[src/rtl/arbitro_memoria_dados_pkg.sv]
`default_nettype none
// ============================================================================
// Module : arbitro_memoria_dados_pkg
// Brief  : Shared widths, limits and FSM encoding for the data-memory arbiter.
// Rev    : 1.0
// ============================================================================
package arbitro_memoria_dados_pkg;

  localparam int LARGURA_PADRAO    = 8;
  localparam int MAX_ESPERA_PADRAO = 4;
  localparam int ESPERA_W          = 4;

  localparam logic [1:0] S_CORE   = 2'b00;
  localparam logic [1:0] S_LOADER = 2'b01;
  localparam logic [1:0] S_ACK    = 2'b10;

endpackage
`default_nettype wire

[src/rtl/arbitro_memoria_dados_contador_espera.sv]
`default_nettype none
// ============================================================================
// Module : arbitro_memoria_dados_contador_espera
// Brief  : Saturating wait counter; clear has priority over increment.
// Rev    : 1.0
// ============================================================================
module arbitro_memoria_dados_contador_espera
  import arbitro_memoria_dados_pkg::*;
#(
  parameter int W = ESPERA_W
) (
  input  logic         clk,
  input  logic         rst,
  input  logic         i_inc,
  input  logic         i_clr,
  input  logic [W-1:0] i_limite,
  output logic [W-1:0] o_contagem,
  output logic         o_no_limite
);

  logic [W-1:0] contagem_q;
  logic [W-1:0] contagem_d;

  always_comb begin
    contagem_d = contagem_q;
    if (i_clr) begin
      contagem_d = '0;
    end else if (i_inc && (contagem_q != i_limite)) begin
      contagem_d = contagem_q + 1'b1;
    end
  end

  always_ff @(posedge clk or posedge rst) begin
    if (rst) begin
      contagem_q <= '0;
    end else begin
      contagem_q <= contagem_d;
    end
  end

  assign o_contagem  = contagem_q;
  assign o_no_limite = (contagem_q == i_limite);

endmodule
`default_nettype wire

[src/rtl/arbitro_memoria_dados.sv]
`default_nettype none
// ============================================================================
// Module : arbitro_memoria_dados
// Brief  : Shares the single-port data memory between the core and a loader.
// Rev    : 1.0
// ============================================================================
module arbitro_memoria_dados
  import arbitro_memoria_dados_pkg::*;
#(
  parameter int LARGURA    = LARGURA_PADRAO,
  parameter int MAX_ESPERA = MAX_ESPERA_PADRAO
) (
  input  logic               Clock,
  input  logic               Reset,
  input  logic               CoreMemRead,
  input  logic               CoreMemWrite,
  input  logic [LARGURA-1:0] CoreEndereco,
  input  logic [LARGURA-1:0] CoreDadoEscrito,
  output logic [LARGURA-1:0] CoreDadoLido,
  output logic               CoreStall,
  input  logic               LoaderReq,
  input  logic               LoaderWe,
  input  logic [LARGURA-1:0] LoaderEndereco,
  input  logic [LARGURA-1:0] LoaderDado,
  output logic               LoaderAck,
  output logic [LARGURA-1:0] LoaderDadoLido,
  output logic [LARGURA-1:0] MemEndereco,
  output logic [LARGURA-1:0] MemDado,
  output logic               MemWrite,
  output logic               MemRead,
  input  logic [LARGURA-1:0] MemDadoLido
);

  localparam logic [ESPERA_W-1:0] ESPERA_LIMITE = ESPERA_W'(MAX_ESPERA);

  logic [1:0]          state_q;
  logic [1:0]          state_d;
  logic [LARGURA-1:0]  loader_dado_lido_q;
  logic [LARGURA-1:0]  loader_dado_lido_d;
  logic                core_busy;
  logic                concede;
  logic                espera_inc;
  logic                espera_clr;
  logic                espera_no_limite;
  logic [ESPERA_W-1:0] espera;

  assign core_busy = CoreMemRead | CoreMemWrite;

  arbitro_memoria_dados_contador_espera #(
    .W (ESPERA_W)
  ) u_contador_espera (
    .clk         (Clock),
    .rst         (Reset),
    .i_inc       (espera_inc),
    .i_clr       (espera_clr),
    .i_limite    (ESPERA_LIMITE),
    .o_contagem  (espera),
    .o_no_limite (espera_no_limite)
  );

  always_ff @(posedge Clock or posedge Reset) begin
    if (Reset) begin
      state_q            <= S_CORE;
      loader_dado_lido_q <= '0;
    end else begin
      state_q            <= state_d;
      loader_dado_lido_q <= loader_dado_lido_d;
    end
  end

  // Withdrawing the request in S_CORE also clears the wait count.
  always_comb begin
    state_d    = S_CORE;
    concede    = 1'b0;
    espera_inc = 1'b0;
    espera_clr = 1'b0;
    case (state_q)
      S_CORE: begin
        espera_inc = LoaderReq & core_busy;
        concede    = LoaderReq & (~core_busy | espera_no_limite);
        espera_clr = concede | ~LoaderReq;
        state_d    = concede ? S_LOADER : S_CORE;
      end
      S_LOADER: state_d = S_ACK;
      S_ACK:    state_d = S_CORE;
      default:  state_d = S_CORE;
    endcase
  end

  always_comb begin
    loader_dado_lido_d = loader_dado_lido_q;
    if ((state_q == S_LOADER) && !LoaderWe) begin
      loader_dado_lido_d = MemDadoLido;
    end
  end

  always_comb begin
    MemEndereco  = CoreEndereco;
    MemDado      = CoreDadoEscrito;
    MemWrite     = CoreMemWrite;
    MemRead      = CoreMemRead;
    CoreDadoLido = MemDadoLido;
    CoreStall    = 1'b0;
    LoaderAck    = 1'b0;
    case (state_q)
      S_LOADER: begin
        MemEndereco  = LoaderEndereco;
        MemDado      = LoaderDado;
        MemWrite     = LoaderWe;
        MemRead      = ~LoaderWe;
        CoreDadoLido = '0;
        CoreStall    = 1'b1;
      end
      S_ACK:   LoaderAck = 1'b1;
      default: ;
    endcase
  end

  assign LoaderDadoLido = loader_dado_lido_q;

endmodule
`default_nettype wire

[config.mk]
export PLATFORM = sky130hd
export DESIGN_NAME = arbitro_memoria_dados
export DESIGN_NICKNAME = d
export VERILOG_FILES = /design/src/rtl/arbitro_memoria_dados_pkg.sv /design/src/rtl/arbitro_memoria_dados_contador_espera.sv /design/src/rtl/arbitro_memoria_dados.sv
export SDC_FILE = /design/constraint.sdc
export NUM_CORES = 1
export LEC_CHECK = 0
export CORE_UTILIZATION = 28
export DETAILED_ROUTE_END_ITERATION = 16
export MAX_ROUTING_LAYER = met4
export PLACE_DENSITY = 0.8
export SLEW_MARGIN = 20
export SYNTH_ARGS = -nofsm -noshare
export SYNTH_HDL_FRONTEND = slang
export SYNTH_SLANG_ARGS = --single-unit
[constraint.sdc]
create_clock -name Clock -period 1.39 [get_ports Clock]
set_input_delay 0.278 -clock Clock [delete_from_list [all_inputs] [get_ports Clock]]
set_output_delay 0.278 -clock Clock [all_outputs]
set_load 0.05 [all_outputs]
==> results.md <==
- Routed WL per cell: 14.6 um
- Simple-gate share of the synthesized area: 35.4%
- Initial core utilization: 29.6%
- Crit start category: register
- Lkg Pwr: 1.15 nW
- Failing checks: negative setup slack
- Num ports: 82
- Worst-Skew Late Latency: 0.29 ns
- Worst min path class: in2async
- Top-area cell type share of the netlist area: 38.7%
- Die width: 58.8 um
- Power density over cell area: 998 mW/mm^2
- Routed via count: 1176
- I/O Buffers: 81
- Multiplexer area fraction after synthesis: 11.5%
- Largest net degree at the start of global routing: 20
- Area grow syn2layout: 180%
- Filler instances: 172
- Worst setup margin: -0.291 ns
- VDD IR max: 0.000567 V
- TritonCTS Sinks: 14
- Total power: 0.00253 W
- # diodes: 0
- Routability cong.: 0.663
- Arrival time at the worst endpoint: 1.40 ns
- 1st-iter DRT viols: 77
- Initial antenna violation count: 0
- EDFF count, synth: 0
- Core box area: 0.00305 mm^2
- Critical R2R Launch: state_q[1]
- Final wirelength: 3.66 mm
- Final min period: 1.68 ns
- CP startpoint: state_q[1]
- Max-Cap Viols: 0
- Clock Skews: 0.00817 ns
- Yosys warning count: 0
- Mean Syn Cell Area: 7.94 um^2
- Die height: 58.8 um
- Slew Limit Fails: 0
- Largest family of logic cells by synthesized area: simple AND/OR/NAND/NOR gates
- Worst R2R End: LoaderDadoLido[1]
- H-tree depth: 1
- Kind of end point of the critical path: output port
- Slew @ Worst Pin: 0.545 ns
- GRT Util Overall: 22.0%
- Synth Area in XOR/XNOR: 0%
- Final period util: 121%
- Status: finished with violations
- First-pass GRT wire length: 5.50 mm
- DIE AREA: 0.00346 mm^2
- Final hold violations: 0
- Pre-antenna DRT Iters: 4
- Total grt overflow: 0
- Nets: 256
- Post-layout util: 82.9%
- Critical path class: reg2out
- FF-to-FF setup slack: -0.11 ns
- DRC viols: 0
- Synth area leader: dfrtp_1
- Max Clk Rate: 0.595 GHz
- Mapped Cells: 114
- Max-slew headroom: 63.6%
- Vias in the first global route: 1227
- Synth area leaders: dfrtp_1, nand2_1, mux2_2
- CP Capture Point: MemEndereco[3]
- CTS buffer count: 3
- Post-route ant nets: 0
- Register bit total from synthesis: 14
- Num rows: 20
- Placed cells: 244
- DP HPWL: 2.72 mm
- Adder-cell share of the synthesized area: 2.77%
- WP data required: 1.11 ns
- Distinct cell type count after synthesis: 25
- Share of cells above drive strength 1: 51.5%
- Clock-pin slew on the worst setup and hold paths: 0.09 ns
- Fin cells: 250
- R2R depth: 6
- Syn_nets: 162
- Ys flop type: dfrtp_1
- CTS max path bufs: 2
- Final setup fails: 36
- CTS tree: yes
- Sequential fraction of the synthesis area: 38.7%
- CTS root buffer: clkbuf_4
- Most frequent cells after synthesis: nand2_1, dfrtp_1, and2_1
- Mapped cell area: 905 um^2
- Most numerous cell in the Yosys netlist: nand2_1
- RSZ-0062 raised after global routing: true
- DR vias/cell: 4.70
- Async S/R FF share, synth: 100%
- CP max FO: 5
- Post-synthesis compound-gate area fraction: 6.36%
-- critical path: stages (launching register included) --
cell and delay (ns):
dfrtp_1 0.38, nand2b_4 0.17, buf_12 0.16, buf_12 0.14
nand2_4 0.06, nand2_4 0.05, buf_12 0.14
-- layout make-up --
cell class | count | area [um^2] | area share (%)
repair buffers | 93 | 1320 | 52.3
multi-input cells | 91 | 734 | 29.0
flip-flops and latches | 14 | 350 | 13.8
well taps | 44 | 55.1 | 2.17
inverters | 5 | 45.0 | 1.78
clock buffers | 3 | 22.5 | 0.890
-- per-layer routing --
| metal | vias up | track usage [%] | part of all wire [%] |
|---|---|---|---|
| met2 | 72 | 40.6 | 56 |
| met1 | 545 | 23.6 | 37 |
| met3 | 10 | 3.52 | 5.2 |
| met4 | 0 | 7.82 | 1.5 |
| li1 | 549 | - | - |
| met5 | - | - | 0 |
-- where the power goes --
part / switching [W] / internal [W] / total [W]
Combinational: 0.000817 / 0.000870 / 0.00169
Clock: 0.000140 / 0.000101 / 0.000241
Sequential: 0.000103 / 0.000496 / 0.000599
Total: 0.00106 / 0.00147 / 0.00253
-- cells in the final DEF, fill, tap and decap left out, types with 4 or more instances in the layout --
cell type / n
clkdlybuf4s50_1: 45
buf_12: 39
nand2_2: 18
nand2_1: 17
nand2_4: 15
dfrtp_1: 14
mux2_4: 8
o21ai_0: 7
buf_4: 6
inv_1: 4
and2_2: 4
-- flip-flops by register name, summed over array words and instances, names as in the netlist --
signal	cells
LoaderDadoLido	8
u_contador_espera.o_contagem	4
state_q	2
-- worst min path at each step --
stage	start	endpoint	slack [ns]	cells after the start
2_1_floorplan	Reset	LoaderDadoLido[0]	0.17	1
3_3_place_gp	u_contador_espera.o_contagem[3]	u_contador_espera.o_contagem[3]	0.54	2
3_5_place_dp	u_contador_espera.o_contagem[0]	u_contador_espera.o_contagem[0]	0.56	2
4_1_cts	Reset	LoaderDadoLido[2]	0.35	2
5_1_grt	Reset	u_contador_espera.o_contagem[1]	0.40	2
6_report	Reset	LoaderDadoLido[6]	0.32	2
-- cell families after synthesis --
| logic type | after synthesis |
|---|---|
| AOI/OAI and AO/OA | 10 |
| adders and majority gates | 2 |
| buffers and inverters | 9 |
| DFF | 14 |
| muxes | 9 |
| and+or+nand+nor | 70 |
-- stage by stage --
| stage | setup TNS [ns] | area (um^2) | worst slack [ns] | hold WS, ns |
|---|---|---|---|---|
| floorplan | -0.694 | 1020 | -0.0733 | 0.167 |
| global route | -10.15 | 2530 | -0.357 | 0.397 |
| global placement | -2.44 | 2290 | -0.197 | 0.538 |
| finish | -7.61 | 2530 | -0.291 | 0.320 |
| CTS | -7.68 | 2420 | -0.293 | 0.349 |
| detailed placement | -3.32 | 2290 | -0.238 | 0.564 |
-- repair_timing --
item	4_1_cts	5_1_grt
setup endpoints to repair	33	36
gates resized for setup	24	24
setup buffers	2	1
hold buffers	0	0
gates cloned	0	1
hold endpoints to repair	0	0
pin swaps	1	9
Power figures use the tool's default switching activity.
